### src/rtl/fp_pkg.sv
// rtl/fp_pkg.sv - shared single-precision constants, FSM encoding and pack/unpack helpers
package fp_pkg;

  localparam int EXP_W   = 8;
  localparam int MAN_W   = 23;
  localparam int BIAS    = 127;
  localparam int EXP_MAX = 255;

  typedef enum logic [2:0] {
    S_IDLE  = 3'd0,
    S_LOAD  = 3'd1,
    S_ALIGN = 3'd2,
    S_ARITH = 3'd3,
    S_NORM  = 3'd4,
    S_DONE  = 3'd5
  } fp_state_t;

  typedef struct packed {
    logic             sign;
    logic [EXP_W-1:0] exp;
    logic [MAN_W:0]   man;
  } fp_unpacked_t;

  // Zero exponent flushes the operand (denormals included) to a zero mantissa.
  function automatic fp_unpacked_t unpack(input logic [31:0] x);
    fp_unpacked_t u;
    u.sign = x[31];
    u.exp  = x[30:23];
    u.man  = (x[30:23] == 8'd0) ? 24'd0 : {1'b1, x[22:0]};
    return u;
  endfunction

  function automatic logic [31:0] pack(input logic sign, input logic [EXP_W-1:0] exp,
                                       input logic [MAN_W-1:0] frac);
    return {sign, exp, frac};
  endfunction

endpackage

### src/rtl/fp_shift1.sv
// rtl/fp_shift1.sv - one-bit bidirectional mantissa shifter with paired counter adjust
module fp_shift1 (
  input  logic [24:0] man,
  input  logic [8:0]  cnt,
  input  logic        left,
  input  logic        inc,
  output logic [24:0] man_o,
  output logic [8:0]  cnt_o
);

  assign man_o = left ? {man[23:0], 1'b0} : {1'b0, man[24:1]};
  assign cnt_o = inc ? cnt + 9'd1 : cnt - 9'd1;

endmodule

### src/rtl/float_sub_seq.sv
// rtl/float_sub_seq.sv - serial IEEE-754 single-precision subtractor, result = a - b
module float_sub_seq
  import fp_pkg::*;
#(
  parameter int WIDTH = 32
) (
  input  logic             clk,
  input  logic             rst,
  input  logic             start,
  input  logic [WIDTH-1:0] a,
  input  logic [WIDTH-1:0] b,
  output logic             busy,
  output logic             done,
  output logic [WIDTH-1:0] result,
  output logic             overflow
);

  fp_state_t state, state_nx;

  logic [31:0]  opa, opb;
  logic         sx, sy;
  logic [8:0]   ex, diff;
  logic [24:0]  mx, my;
  fp_unpacked_t ua, ub;
  logic         swap;

  logic [24:0]  sh_man, sh_man_o;
  logic [8:0]   sh_cnt, sh_cnt_o;
  logic         sh_left, sh_inc;
  logic         align_exit, norm_exit, accept;

  assign ua     = unpack(opa);
  assign ub     = unpack(opb);
  assign swap   = (ub.exp > ua.exp) || ((ub.exp == ua.exp) && (ub.man > ua.man));
  assign accept = start && ((state == S_IDLE) || (state == S_DONE));

  // The single shifter serves Y alignment (diff counts down) and normalisation (exp tracks).
  always_comb begin
    sh_man  = mx;
    sh_cnt  = ex;
    sh_left = ~mx[24];
    sh_inc  = mx[24];
    if (state == S_ALIGN) begin
      sh_man  = my;
      sh_cnt  = diff;
      sh_left = 1'b0;
      sh_inc  = 1'b0;
    end
  end

  fp_shift1 u_shift (
    .man   (sh_man),
    .cnt   (sh_cnt),
    .left  (sh_left),
    .inc   (sh_inc),
    .man_o (sh_man_o),
    .cnt_o (sh_cnt_o)
  );

  assign align_exit = (diff == 9'd0) || (my == 25'd0);
  assign norm_exit  = (mx == 25'd0)
                    || (mx[24] && (sh_cnt_o >= 9'(EXP_MAX)))
                    || (!mx[24] && mx[23])
                    || (!mx[24] && !mx[23] && (ex <= 9'd1));

  always_ff @(posedge clk or posedge rst) begin
    if (rst) state <= S_IDLE;
    else     state <= state_nx;
  end

  always_comb begin
    state_nx = state;
    case (state)
      S_IDLE:  if (accept) state_nx = S_LOAD;
      S_LOAD:  state_nx = S_ALIGN;
      S_ALIGN: if (align_exit) state_nx = S_ARITH;
      S_ARITH: state_nx = S_NORM;
      S_NORM:  if (norm_exit) state_nx = S_DONE;
      S_DONE:  state_nx = accept ? S_LOAD : S_IDLE;
      default: state_nx = S_IDLE;
    endcase
  end

  always_comb begin
    busy = (state != S_IDLE) && (state != S_DONE);
    done = (state == S_DONE);
  end

  always_ff @(posedge clk or posedge rst) begin
    if (rst) begin
      opa      <= '0;
      opb      <= '0;
      sx       <= 1'b0;
      sy       <= 1'b0;
      ex       <= '0;
      diff     <= '0;
      mx       <= '0;
      my       <= '0;
      result   <= '0;
      overflow <= 1'b0;
    end else begin
      if (accept) begin
        opa <= a;
        opb <= {~b[31], b[30:0]};
      end
      case (state)
        S_LOAD: begin
          sx   <= swap ? ub.sign : ua.sign;
          sy   <= swap ? ua.sign : ub.sign;
          ex   <= swap ? {1'b0, ub.exp} : {1'b0, ua.exp};
          mx   <= swap ? {1'b0, ub.man} : {1'b0, ua.man};
          my   <= swap ? {1'b0, ua.man} : {1'b0, ub.man};
          diff <= swap ? {1'b0, ub.exp} - {1'b0, ua.exp} : {1'b0, ua.exp} - {1'b0, ub.exp};
        end
        S_ALIGN: begin
          if (!align_exit) begin
            if (diff >= 9'd25) begin
              my   <= '0;
              diff <= '0;
            end else begin
              my   <= sh_man_o;
              diff <= sh_cnt_o;
            end
          end
        end
        S_ARITH: begin
          // Swap guarantees mx >= my, so the difference never goes negative.
          if (sx == sy) mx <= mx + my;
          else          mx <= mx - my;
          if ((sx != sy) && (mx == my)) sx <= 1'b0;
        end
        S_NORM: begin
          if (mx == 25'd0) begin
            result   <= '0;
            overflow <= 1'b0;
          end else if (mx[24]) begin
            mx <= sh_man_o;
            ex <= sh_cnt_o;
            if (sh_cnt_o >= 9'(EXP_MAX)) begin
              result   <= {sx, 8'hFF, 23'd0};
              overflow <= 1'b1;
            end
          end else if (mx[23]) begin
            result   <= pack(sx, ex[7:0], mx[22:0]);
            overflow <= 1'b0;
          end else begin
            mx <= sh_man_o;
            ex <= sh_cnt_o;
            if (ex <= 9'd1) begin
              result   <= '0;
              overflow <= 1'b0;
            end
          end
        end
        default: ;
      endcase
    end
  end

endmodule
### config.mk
export PLATFORM = sky130hd
export DESIGN_NAME = float_sub_seq
export DESIGN_NICKNAME = d
export VERILOG_FILES = /design/src/rtl/fp_pkg.sv /design/src/rtl/fp_shift1.sv /design/src/rtl/float_sub_seq.sv
export SDC_FILE = /design/constraint.sdc
export NUM_CORES = 1
export LEC_CHECK = 0
export BUFFER_PORTS_ARGS = -buffer_cell sky130_fd_sc_hd__clkbuf_2
export CORE_UTILIZATION = 32
export CTS_CLUSTER_SIZE = 20
export DETAILED_ROUTE_END_ITERATION = 10
export HOLD_SLACK_MARGIN = 0.12
export PLACE_DENSITY = 0.51
export SLEW_MARGIN = 10
export SYNTH_ARGS = -nofsm -noshare
export SYNTH_HDL_FRONTEND = slang
export SYNTH_HIERARCHICAL = 1
export SYNTH_SLANG_ARGS = --single-unit
### constraint.sdc
create_clock -name clk -period 7.7 [get_ports clk]
set_input_delay 0.385 -clock clk [delete_from_list [all_inputs] [get_ports clk]]
set_output_delay 0.385 -clock clk [all_outputs]
set_load 0.02 [all_outputs]
; ---- Word level (Yosys, flattened, before mapping)
; Index checks and enable logic that the tools add are counted.
; Widths: inputs -> output; s select.
[classes]
n_mux = 46
n_mul = 0
div_mod_pow = 0
order_cmp = 5
n_shift = 0
add_sub_neg = 6
n_reduce_logical = 35
eq_ne = 18
n_bitwise = 2
[op_table]
columns = operator, count
row1 = $mux 25, 8
row2 = $mux 32, 5
row3 = $mux 24, 4
row4 = $pmux 25 s3, 1
row5 = $mux 9, 8
row6 = $logic_not 25->1, 2
row7 = $pmux 25 s2, 1
row8 = $pmux 9 s2, 2
row9 = $add 25x25->25, 1
row10 = $eq 25x25->1, 1
row11 = $sub 25x25->25, 1
row12 = $gt 24x24->1, 1
row13 = $pmux 3 s6, 1
row14 = $sub 8x8->9, 2
row15 = $logic_not 8->1, 2
row16 = $ne 2x2->1 const B, 6
row17 = $reduce_and 3->1, 4
row18 = $mux 1, 11
row19 = $add 9x1->9 const B, 1
row20 = $ge 9x5->1 const B, 1
row21 = $ge 9x8->1 const B, 1
row22 = $le 9x1->1 const B, 1
row23 = $logic_not 9->1, 1
row24 = $mux 3, 3
row25 = other kinds (21), 43
[word_totals]
ram_bits = 0
in_bits = 67
out_inout_bits = 35
word_cells = 124
reg_bits = 170
romBits = 0
mem_count = 0
latchBits = 0

; ---- Logic depth before layout (Yosys ltp)
; Gate-level depths: netlist of the first run.
[logic_depth]
ltp_word = 11
mapped_depth = 19
ltp_nobuf = 15

; ---- Cells and area by module
; Netlist of the first run, hierarchy kept.
[modules_own_cells]
columns = module, area_each_um2, instances, cells_per_inst, seq_area_each_um2
row1 = float_sub_seq, 12480.7, 1, 1512, 4254.1
row2 = fp_shift1, 636.9, 1, 72, 0.0

; ---- Least setup slack after synthesis of the first run
; OpenSTA, ideal clock, no wires.
[synth_path]
path_kind = reg2reg
startpoint = reg state[2]
endpoint = reg result[0]
stages_incl_launch_ff = 20
synth_period_minus_slack_ps = 3956
setup_ps = 95
path_slack_ps = 3744
n_path_buf = 5
t_required_ps = 7605
arrival_time_ps = 3861
path_cell_list = dfrtp_1 -> clkbuf_1 -> nor3b_1 -> clkbuf_1 -> buf_1 -> nand2_1 -> nand2_1 -> inv_1 -> fa_1 -> nand2b_1 -> o2bb2ai_1 -> o31ai_1 -> xnor2_1 -> nor2b_1 -> o21ai_0 -> nand2b_1 -> clkbuf_1 -> buf_1 -> nand2_1 -> o31ai_1
[synth_between]
elab_chain_cells = 7
word_cells_on_any_way = 10
cone_classes = add/sub (2) / order compare (1) / eq/ne (3) / mux (3) / reduce/logical (1)
[synth_rtl]
columns = element, line_no
row1 = "start, declared", float_sub_seq.sv:18  ; fp_state_t state, state_nx;
row2 = "start signal, assigned", float_sub_seq.sv:68  ; else state <= state_nx;
row3 = $eq 3x2->1 (*), float_sub_seq.sv:43  ; if (state == S_ALIGN) begin
row4 = $mux 9 (*), float_sub_seq.sv:43
row5 = named net sh_cnt[0], float_sub_seq.sv:28  ; logic [8:0] sh_cnt, sh_cnt_o;
row6 = $sub 9x1->9 / $add 9x1->9 (equally long branches), fp_shift1.sv:12  ; assign cnt_o = inc ? cnt + 9'd1 : cnt - 9'd1;
row7 = $mux 9 (*), fp_shift1.sv:12
row8 = named net sh_cnt_o[0], float_sub_seq.sv:28
row9 = $ge 9x8->1 (*), float_sub_seq.sv:139  ; if (sh_cnt_o >= 9'(EXP_MAX)) begin
row10 = $ne 3x1->1 (no line) (*), n/a
row11 = $reduce_and 3->1 (no line) (*), n/a
row12 = "end signal, assigned", float_sub_seq.sv:140  ; result <= {sx, 8'hFF, 23'd0};
row13 = "end signal, assigned", float_sub_seq.sv:144  ; result <= pack(sx, ex[7:0], mx[22:0]);
row14 = "end, declared", float_sub_seq.sv:14  ; output logic [WIDTH-1:0] result,
; The timed path passes the listed nets; every way through them passes the cells marked *.
; A chain may end at the register's enable or synchronous reset.

; ---- Worst setup path in the final report of the first run
[layout_path]
startpoint = reg opb[24]
endpoint = reg mx[21]
[layout_between]
elab_chain_cells = 7
word_cells_on_any_way = 9
cone_classes = order compare (2) / eq/ne (1) / mux (3) / reduce/logical (3)
[layout_rtl]
columns = element, line_no
row1 = "start, declared", float_sub_seq.sv:20  ; logic [31:0] opa, opb;
row2 = "start signal, assigned", float_sub_seq.sv:104  ; opb <= {~b[31], b[30:0]};
row3 = $logic_not 8->1, fp_pkg.sv:29  ; u.man = (x[30:23] == 8'd0) ? 24'd0 : {1'b1, x[22:0]};
row4 = $mux 24, fp_pkg.sv:29
row5 = $gt 24x24->1, float_sub_seq.sv:34  ; assign swap = (ub.exp > ua.exp) || ((ub.exp == ua.exp) && (ub.man > ua.man));
row6 = $logic_and 1x1->1, float_sub_seq.sv:34
row7 = $logic_or 1x1->1, float_sub_seq.sv:34
row8 = $mux 24 (*), float_sub_seq.sv:111  ; mx <= swap ? {1'b0, ub.man} : {1'b0, ua.man};
row9 = $pmux 25 s3 (*), float_sub_seq.sv:106  ; case (state)
row10 = "end signal, assigned", float_sub_seq.sv:111
row11 = "end signal, assigned", float_sub_seq.sv:128  ; if (sx == sy) mx <= mx + my;
row12 = "end signal, assigned", float_sub_seq.sv:129  ; else mx <= mx - my;
row13 = "end, declared", float_sub_seq.sv:23  ; logic [24:0] mx, my;
; Mark *: on every way between the ends. The rest lies on a longest branch, timed or not.

==> results of run 1 <==
[area by class of cell]
type                       instances  area (um^2)
clock buffer                      17          425
sequential                       170         4250
timing repair buffer             140          848
clock inverter                    15          115
fill                            4176        25300
multi-input combinational       1216         8120
tap                              525          657
inverter                          96          365
[state kept, by name (all words and copies together) (netlist names)]
signal    flops
diff          9
overflow      1
sx            1
opa          32
opb          32
result       32
state         3
mx           25
sy            1
my           25
ex            9
[per-layer routing]
metal | global-route usage [%] | vias up | part of all wire (%)
li1 | - | 5813 | -
met2 | 30.4 | 388 | 41
met3 | 3.36 | 41 | 5.8
met1 | 32.5 | 5805 | 51
met5 | 0 | - | 0
met4 | 6.93 | 0 | 2.0
[synth_stat cells (9+ instances only)]
cell	number	area [um^2]
nor2_1	92	345
o22ai_1	9	56.3
o21ai_0	127	636
o21bai_1	11	82.6
nor4_1	19	119
mux2i_1	51	510
a222oi_1	9	90.1
o211ai_1	10	75.1
mux2_1	13	146
nand4_1	15	93.8
nor2b_1	17	106
o21ai_1	9	45.0
a31oi_1	34	213
xnor2_1	26	228
nand2b_1	9	56.3
inv_1	96	360
a22oi_1	14	105
o221ai_1	29	254
clkbuf_1	74	278
dfrtp_1	170	4250
a211oi_1	10	75.1
nor3_1	33	165
buf_2	19	95.1
mux2_2	58	653
ha_1	95	1190
a21oi_1	100	500
nand2_1	250	938
nand3_1	46	230
a21o_1	9	67.6
[stage by stage]
step / hold WS (ns) / cell area [um^2] / instances
global placement: 0.465 / 14000 / 2127
floorplan: 0.472 / 13100 / 1584
global route: 0.133 / 14800 / 2179
detailed placement: 0.470 / 14000 / 2127
CTS: 0.122 / 14800 / 2179
finish: 0.138 / 14800 / 2179
[worst paths after layout]
check,end,from
worst max-delay path,mx[21],opb[24]
worst min-delay path,opa[26],a[26]
worst max register to register,mx[21],opb[24]
worst min register to register,result[4],result[4]
max in group asynchronous,opa[22],rst
min in group asynchronous,result[30],rst
[worst max-delay path, cell delays in order, from the launching register on]
cell and delay (ns):
dfrtp_1 0.43, nor4_1 0.46, nand2_1 0.10, buf_4 0.24, nand2_1 0.15, inv_1 0.06
ha_1 0.31, nand4_1 0.18, nor4_1 0.56, o31ai_1 0.21, a21oi_4 0.15, buf_4 0.88
mux2i_1 0.32, a221oi_1 0.40, a21oi_1 0.11
[cell families (layout without fill, tap and decap cells)]
group           count (synthesis)  in the layout
simple gates                  526            526
fa+ha+maj                     100            100
buf+inv                       198            268
compound gates                435            435
flops                         170            170
xor+xnor                       33             33
mux                           122            122
==> summary.md, run 1 <==
| Metric | Value |
|---|---|
| Status | finished clean |
| CORE AREA | 0.0401 mm^2 |
| Multiplexer area fraction after synthesis | 9.99% |
| Max_cap viols | 0 |
| Final #Nets | approximately 1800 |
| Slew HR | 24.4% |
| Synth Register Bits | 170 |
| Hold-fix buffers, CTS | 20 |
| Num rows | 73 |
| TNS Setup | 0 ns |
| Clock transition at path regs | ~0.070 ns |
| Crit start category | flip-flop |
| Largest net degree at the start of global routing | 97 |
| GRT Total Usage | 21.4% |
| Finish-stage setup viols | 0 |
| Reg2reg setup slack | 2.98 ns |
| Post-CTS resize count | 0 |
| Post-Synthesis Cells | 1584 |
| Vias | ~12000 |
| Clock Skews | 0.0158 ns |
| Worst R2R Path Depth | 14 |
| # IOs | 102 |
| Final setup margin | 2.98 ns |
| Synthesized area | about 0.013 mm^2 |
| Post-synth ARST share | 100% |
| Post-Synth XOR/XNOR Area | 2.20% |
| EDFF count, synth | 0 |
| Critical Path End Type | flip-flop |
| Core Util, Final | between 30 and 40% |
| Commonest non-fill, non-tap cell in the layout | nand2_1 |
| Routed WL | 44100 um |
| Wire per inst | 20.2 um |
| Simple-gate area share of the yosys netlist | between 10% and 20% |
| Routability congestion estimate | 0.895 |
| CTS Buf Count | 17 |
| DIE HEIGHT | approximately 200 um |
| TritonCTS clock tree | yes |
| Post-Syn Area per Cell | 8.28 um^2 |
| Area grow syn2layout | 12.7% |
| DIE AREA | 0.0418 mm^2 |
| First-pass GRT wire length | 68600 um |
| Tmin final | 4.72 ns |
| Worst EP required | 8.04 ns |
| Place WS | approximately 3.0 ns |
| Max-slew violation count | 0 |
| Vias/cell | 5.53 |
| Post-Synth Adder-Cell Area | 9.82% |
| H-tree lvl count | 4 |
| Initial Util | 32.7% |
| Hpwl dp | 33500 um |
| Critical path arrival | 5.06 ns |
| Post-synth top flop | dfrtp_1 |
| Clock Tree Buf Depth | 2 |
| Worst skew pair latency | 0.48 ns |
| Setup bufs post-CTS | 0 |
| Initial DRC count | 1110 |
| Root buffer cell | clkbuf_16 |
| Synth cell types | 80 |
| Drt pass-1 iters | 7 |
| DR DRC count | 0 |
| Register area share after synthesis | 32.4% |
| Period utilisation layout | between 60% and 70% |
| Vias in the first global route | between 10000 and 15000 |
| ANT nets after route | 0 |
| RSZ-0062 raised after global routing | no |
| CP max FO | 96 |
| Net count after synthesis | 1751 |
| Final Hold Fails | 0 |
| CP Class | flip-flop to flip-flop |
| Initial antenna violation count | 0 |
| Total grt overflow | 0 |
| Clk sinks | 170 |
| Die width | between 200 and 250 um |
| Antenna cell count | 0 |
| Ys Warns | 6 |
| FMAX | 212 MHz |
| Slew @ Worst Pin | 1.13 ns |
| Commonest non-fill, non-tap cells in the layout | nand2_1 (250), dfrtp_1 (170), o21ai_0 (127), clkbuf_2 (101), a21oi_1 (100) |
| Worst hold stages | 3 |
| Share of cells above drive strength 1 | between 10% and 20% |
| Type of the most critical hold path | input port to flip-flop |
| Largest family of logic cells by synthesized area | compound AO/OA/AOI/OAI gates |
| # port buffers | 101 |
| Area fraction in compound gates after synthesis | 21.3% |
Power of run 1 is not shown: default switching activity piles up to over one toggle a cycle in this logic, so the estimate is an artifact.
==> run 2: changes to the inputs <==
--- a/config.mk
+++ b/config.mk
@@ -5,12 +5,13 @@
 export SDC_FILE = /design/constraint.sdc
 export NUM_CORES = 1
 export LEC_CHECK = 0
+export ABC_AREA = 1
 export BUFFER_PORTS_ARGS = -buffer_cell sky130_fd_sc_hd__clkbuf_2
 export CORE_UTILIZATION = 32
 export CTS_CLUSTER_SIZE = 20
 export DETAILED_ROUTE_END_ITERATION = 10
 export HOLD_SLACK_MARGIN = 0.12
-export PLACE_DENSITY = 0.51
+export PLACE_DENSITY = 0.52
 export SLEW_MARGIN = 10
 export SYNTH_ARGS = -nofsm -noshare
 export SYNTH_HDL_FRONTEND = slang
==> constraint.sdc (replaced) <==
create_clock -name clk -period 4.06 [get_ports clk]
set_input_delay 0.203 -clock clk [delete_from_list [all_inputs] [get_ports clk]]
set_output_delay 0.203 -clock clk [all_outputs]
set_load 0.02 [all_outputs]
==> run 2 against run 1 <==
  * Cell count grew 35%
  * Sequential share of layout area down 3.5 points
  * Synthesized cell count is 41% higher
  * Critical path type unchanged
  * Largest cell class unchanged
==> summary.md, run 2 <==
| Metric | Value |
|---|---|
| Worst path top cell family by delay | simple AND/OR/NAND/NOR gates |
| Finish-stage setup viols | 0 (unchanged) |
| Max-slew violation count | 0 (unchanged) |
| CP Class | flip-flop to flip-flop |
| Initial Util | 32.8% (+0.050 points) |
| # port buffers | 101 (unchanged) |
| EDFF count, synth | 0 (unchanged) |
| Post-synth ARST share | 100% (unchanged) |
| Ys Warns | 6 (unchanged) |
| Placed Area | 0.0156 mm^2 (+11%) |
| Type of the most critical hold path | input port to flip-flop |
| Vias in the first global route | 13800 (+21%) |
| H-tree lvl count | 4 (unchanged) |
| Placed cell count | 2850 (+34%) |
| Status | finished clean |
| Post-synth top flop | dfrtp_1 |
| Post-Syn Area per Cell | 6.55 um^2 (-21%) |
| Routed WL | 48900 um (+11%) |
| TNS Setup | 0 ns (unchanged) |
| Hpwl dp | 38300 um (+14%) |
| Critical path arrival | 4.09 ns (-0.97 ns) |
| Final Hold Fails | 0 (unchanged) |
| Clock Tree Buf Depth | 2 (unchanged) |
| GRT Total Usage | 21.1% (-0.32 points) |
| DIE HEIGHT | 216 um (+5.5%) |
| ANT nets after route | 0 (unchanged) |
| Post-synth top area cell | dfrtp_1 |
| Buf/Inv on CP | 6 (+3) |
| Total grt overflow | 0 (unchanged) |
| Vias | 14500 (+21%) |
| Post-Synthesis Cells | 2233 (+41%) |
| Count leader, synth | nand2_1 |
| Cells taking the most area after synthesis | dfrtp_1 (29%), nand2_1 (19%), ha_1 (8.1%), inv_1 (7.6%), nand3_1 (5.3%) |
| Initial antenna violation count | 2 (+2) |
| Worst skew pair latency | 0.47 ns (about the same) |
| Max stage delay cell, worst path | dfrtp_1 |
| Slew HR | 45.5% (+21 points) |
| FMAX | 268 MHz (+26%) |
| CTS Buf Count | 17 (unchanged) |
| Largest registers | opa (32), opb (32), result (32) |
| CORE AREA | 0.0446 mm^2 (+11%) |
| Cell Count, Final, Fillers Out | 2950 (+35%) |
| Die width | 216 um (+5.5%) |
| Clk sinks | 170 (unchanged) |
| DIE AREA | 0.0465 mm^2 (+11%) |
| Cell area after layout | 0.0169 mm^2 (+14%) |
| Period utilisation layout | 92.0% (+31 points) |
| Root buffer cell | clkbuf_16 |
| Slew @ Worst Pin | 0.817 ns (-0.316 ns) |
| TritonCTS clock tree | yes |
| CP max stage delay | 0.48 ns (-0.40 ns) |
| RSZ-0062 raised after global routing | no |
| Wire per inst | 16.6 um (-18%) |
| CP max FO | 66 (-31%) |
| Max_cap viols | 0 (unchanged) |
| Synth cell types | 53 (-34%) |
| Commonest non-fill, non-tap cells in the layout | nand2_1 (720), inv_1 (293), nor2_1 (182), dfrtp_1 (170), nand3_1 (155) |
| Antenna cell count | 0 (unchanged) |
| Drt pass-1 iters | 7 (unchanged) |
| First-pass GRT wire length | 76900 um (+12%) |
| Synth Register Bits | 170 (unchanged) |
| # IOs | 102 (unchanged) |
| Critical Path End Type | flip-flop |
| Synth top area share | 29.1% (-3.3 points) |
| Commonest non-fill, non-tap cell in the layout | nand2_1 |
| Area grow syn2layout | 15.4% |
| Routability congestion estimate | 0.939 (+5.0%) |
| Tmin final | 3.73 ns (-0.987 ns) |
| Final #Nets | 2512 (+39%) |
| Critical path, cell by cell | inv_2 > nor3_2 > inv_2 > nand2_1 > inv_1 > inv_2 > ha_1 > or2_1 > nand3_1 > nand3_1 > nand2_1 > inv_1 > o41ai_2 > o21ai_1 > or2_2 > buf_12 > nand2_1 > o21ai_2 |
| Vias/cell | 4.92 (-11%) |
| Clock Skews | 0.0142 ns (-0.00164 ns) |
| DR DRC count | 0 (unchanged) |
| Crit start category | flip-flop |
| Worst EP required | 4.42 ns (-3.62 ns) |
| Share of cells above drive strength 1 | 11.2% (-3.3 points) |
| Register area share after synthesis | 29.1% (-3.3 points) |
| Largest net degree at the start of global routing | 112 (+15%) |
| Synthesized area | 0.0146 mm^2 (+11%) |
| Num rows | 77 (+5.5%) |
| Net count after synthesis | 2400 (+37%) |
| Initial DRC count | 1185 (+6.8%) |
| Most common library cells after synthesis | nand2_1 (721), inv_1 (297), nor2_1 (186), dfrtp_1 (170), nand3_1 (155) |
| Clock transition at path regs | 0.08 ns (about the same) |
-- run 2: what timing repair did --
| action | in CTS | in global routing |
|---|---|---|
| setup endpoints to repair | 0 | 77 |
| hold endpoints to repair | 234 | 0 |
| hold buffers | 65 | 0 |
| buffers inserted | 0 | 1 |
| resized for setup | 0 | 12 |
-- run 2: area by class of cell --
cell class	instances	area [um^2]
clock buffer	18	439
clock inverter	14	134
fill	4724	27700
inverter	306	1160
multi-input combinational	1659	8750
sequential	170	4250
tap	592	741
timing repair buffer	189	1370
timing repair inverter	2	15.0
-- run 2: path summary, 6_finish.rpt --
check / start / end / slack (ns) / cells past startpoint
worst max-delay path: state[1] / result[13] / 0.33 / 18
worst min-delay path: start / state[0] / 0.17 / 3
worst max register to register: state[1] / result[13] / 0.33 / 18
worst min register to register: result[19] / result[19] / 0.49 / 2
max in group asynchronous: rst / opb[21] / 2.98 / 4
min in group asynchronous: rst / opb[26] / 0.18 / 3
-- run 2: tightest hold or removal path, stage by stage --
cell	delay (ns)
clkbuf_2	0.13
o21ai_0	0.18
a211oi_1	0.07
-- run 2: kinds of logic after synthesis --
kind of cell / synth area share (%)
AND/OR/NAND/NOR: 32.7
AO/OA/AOI/OAI: 13.8
adder cells (fa/ha/maj): 8.82
XOR/XNOR: 0.839
buffers and inverters: 11.3
flip-flops: 29.1
multiplexers: 3.47
-- run 2: metal layers --
| metal | part of all wire (%) | vias to the layer above | wire (um) | track usage [%] |
|---|---|---|---|---|
| met5 | 0.039 | - | 19 | 0 |
| met4 | 2.2 | 4 | 1080 | 6.74 |
| met3 | 5.0 | 60 | 2450 | 2.45 |
| met2 | 44 | 392 | 21400 | 32.3 |
| met1 | 49 | 6706 | 24000 | 30.6 |
| li1 | - | 7360 | - | - |
-- run 2: through the flow --
stage	setup WS (ns)	hold slack, ns	utilization (%)
floorplan	0.462	0.315	-
global placement	0.355	0.101	34.9
detailed placement	0.304	0.100	34.9
CTS	0.262	0.158	37.7
global route	0.00784	0.175	37.8
finish	0.327	0.165	37.8
Power of run 2 is left out for the same reason.
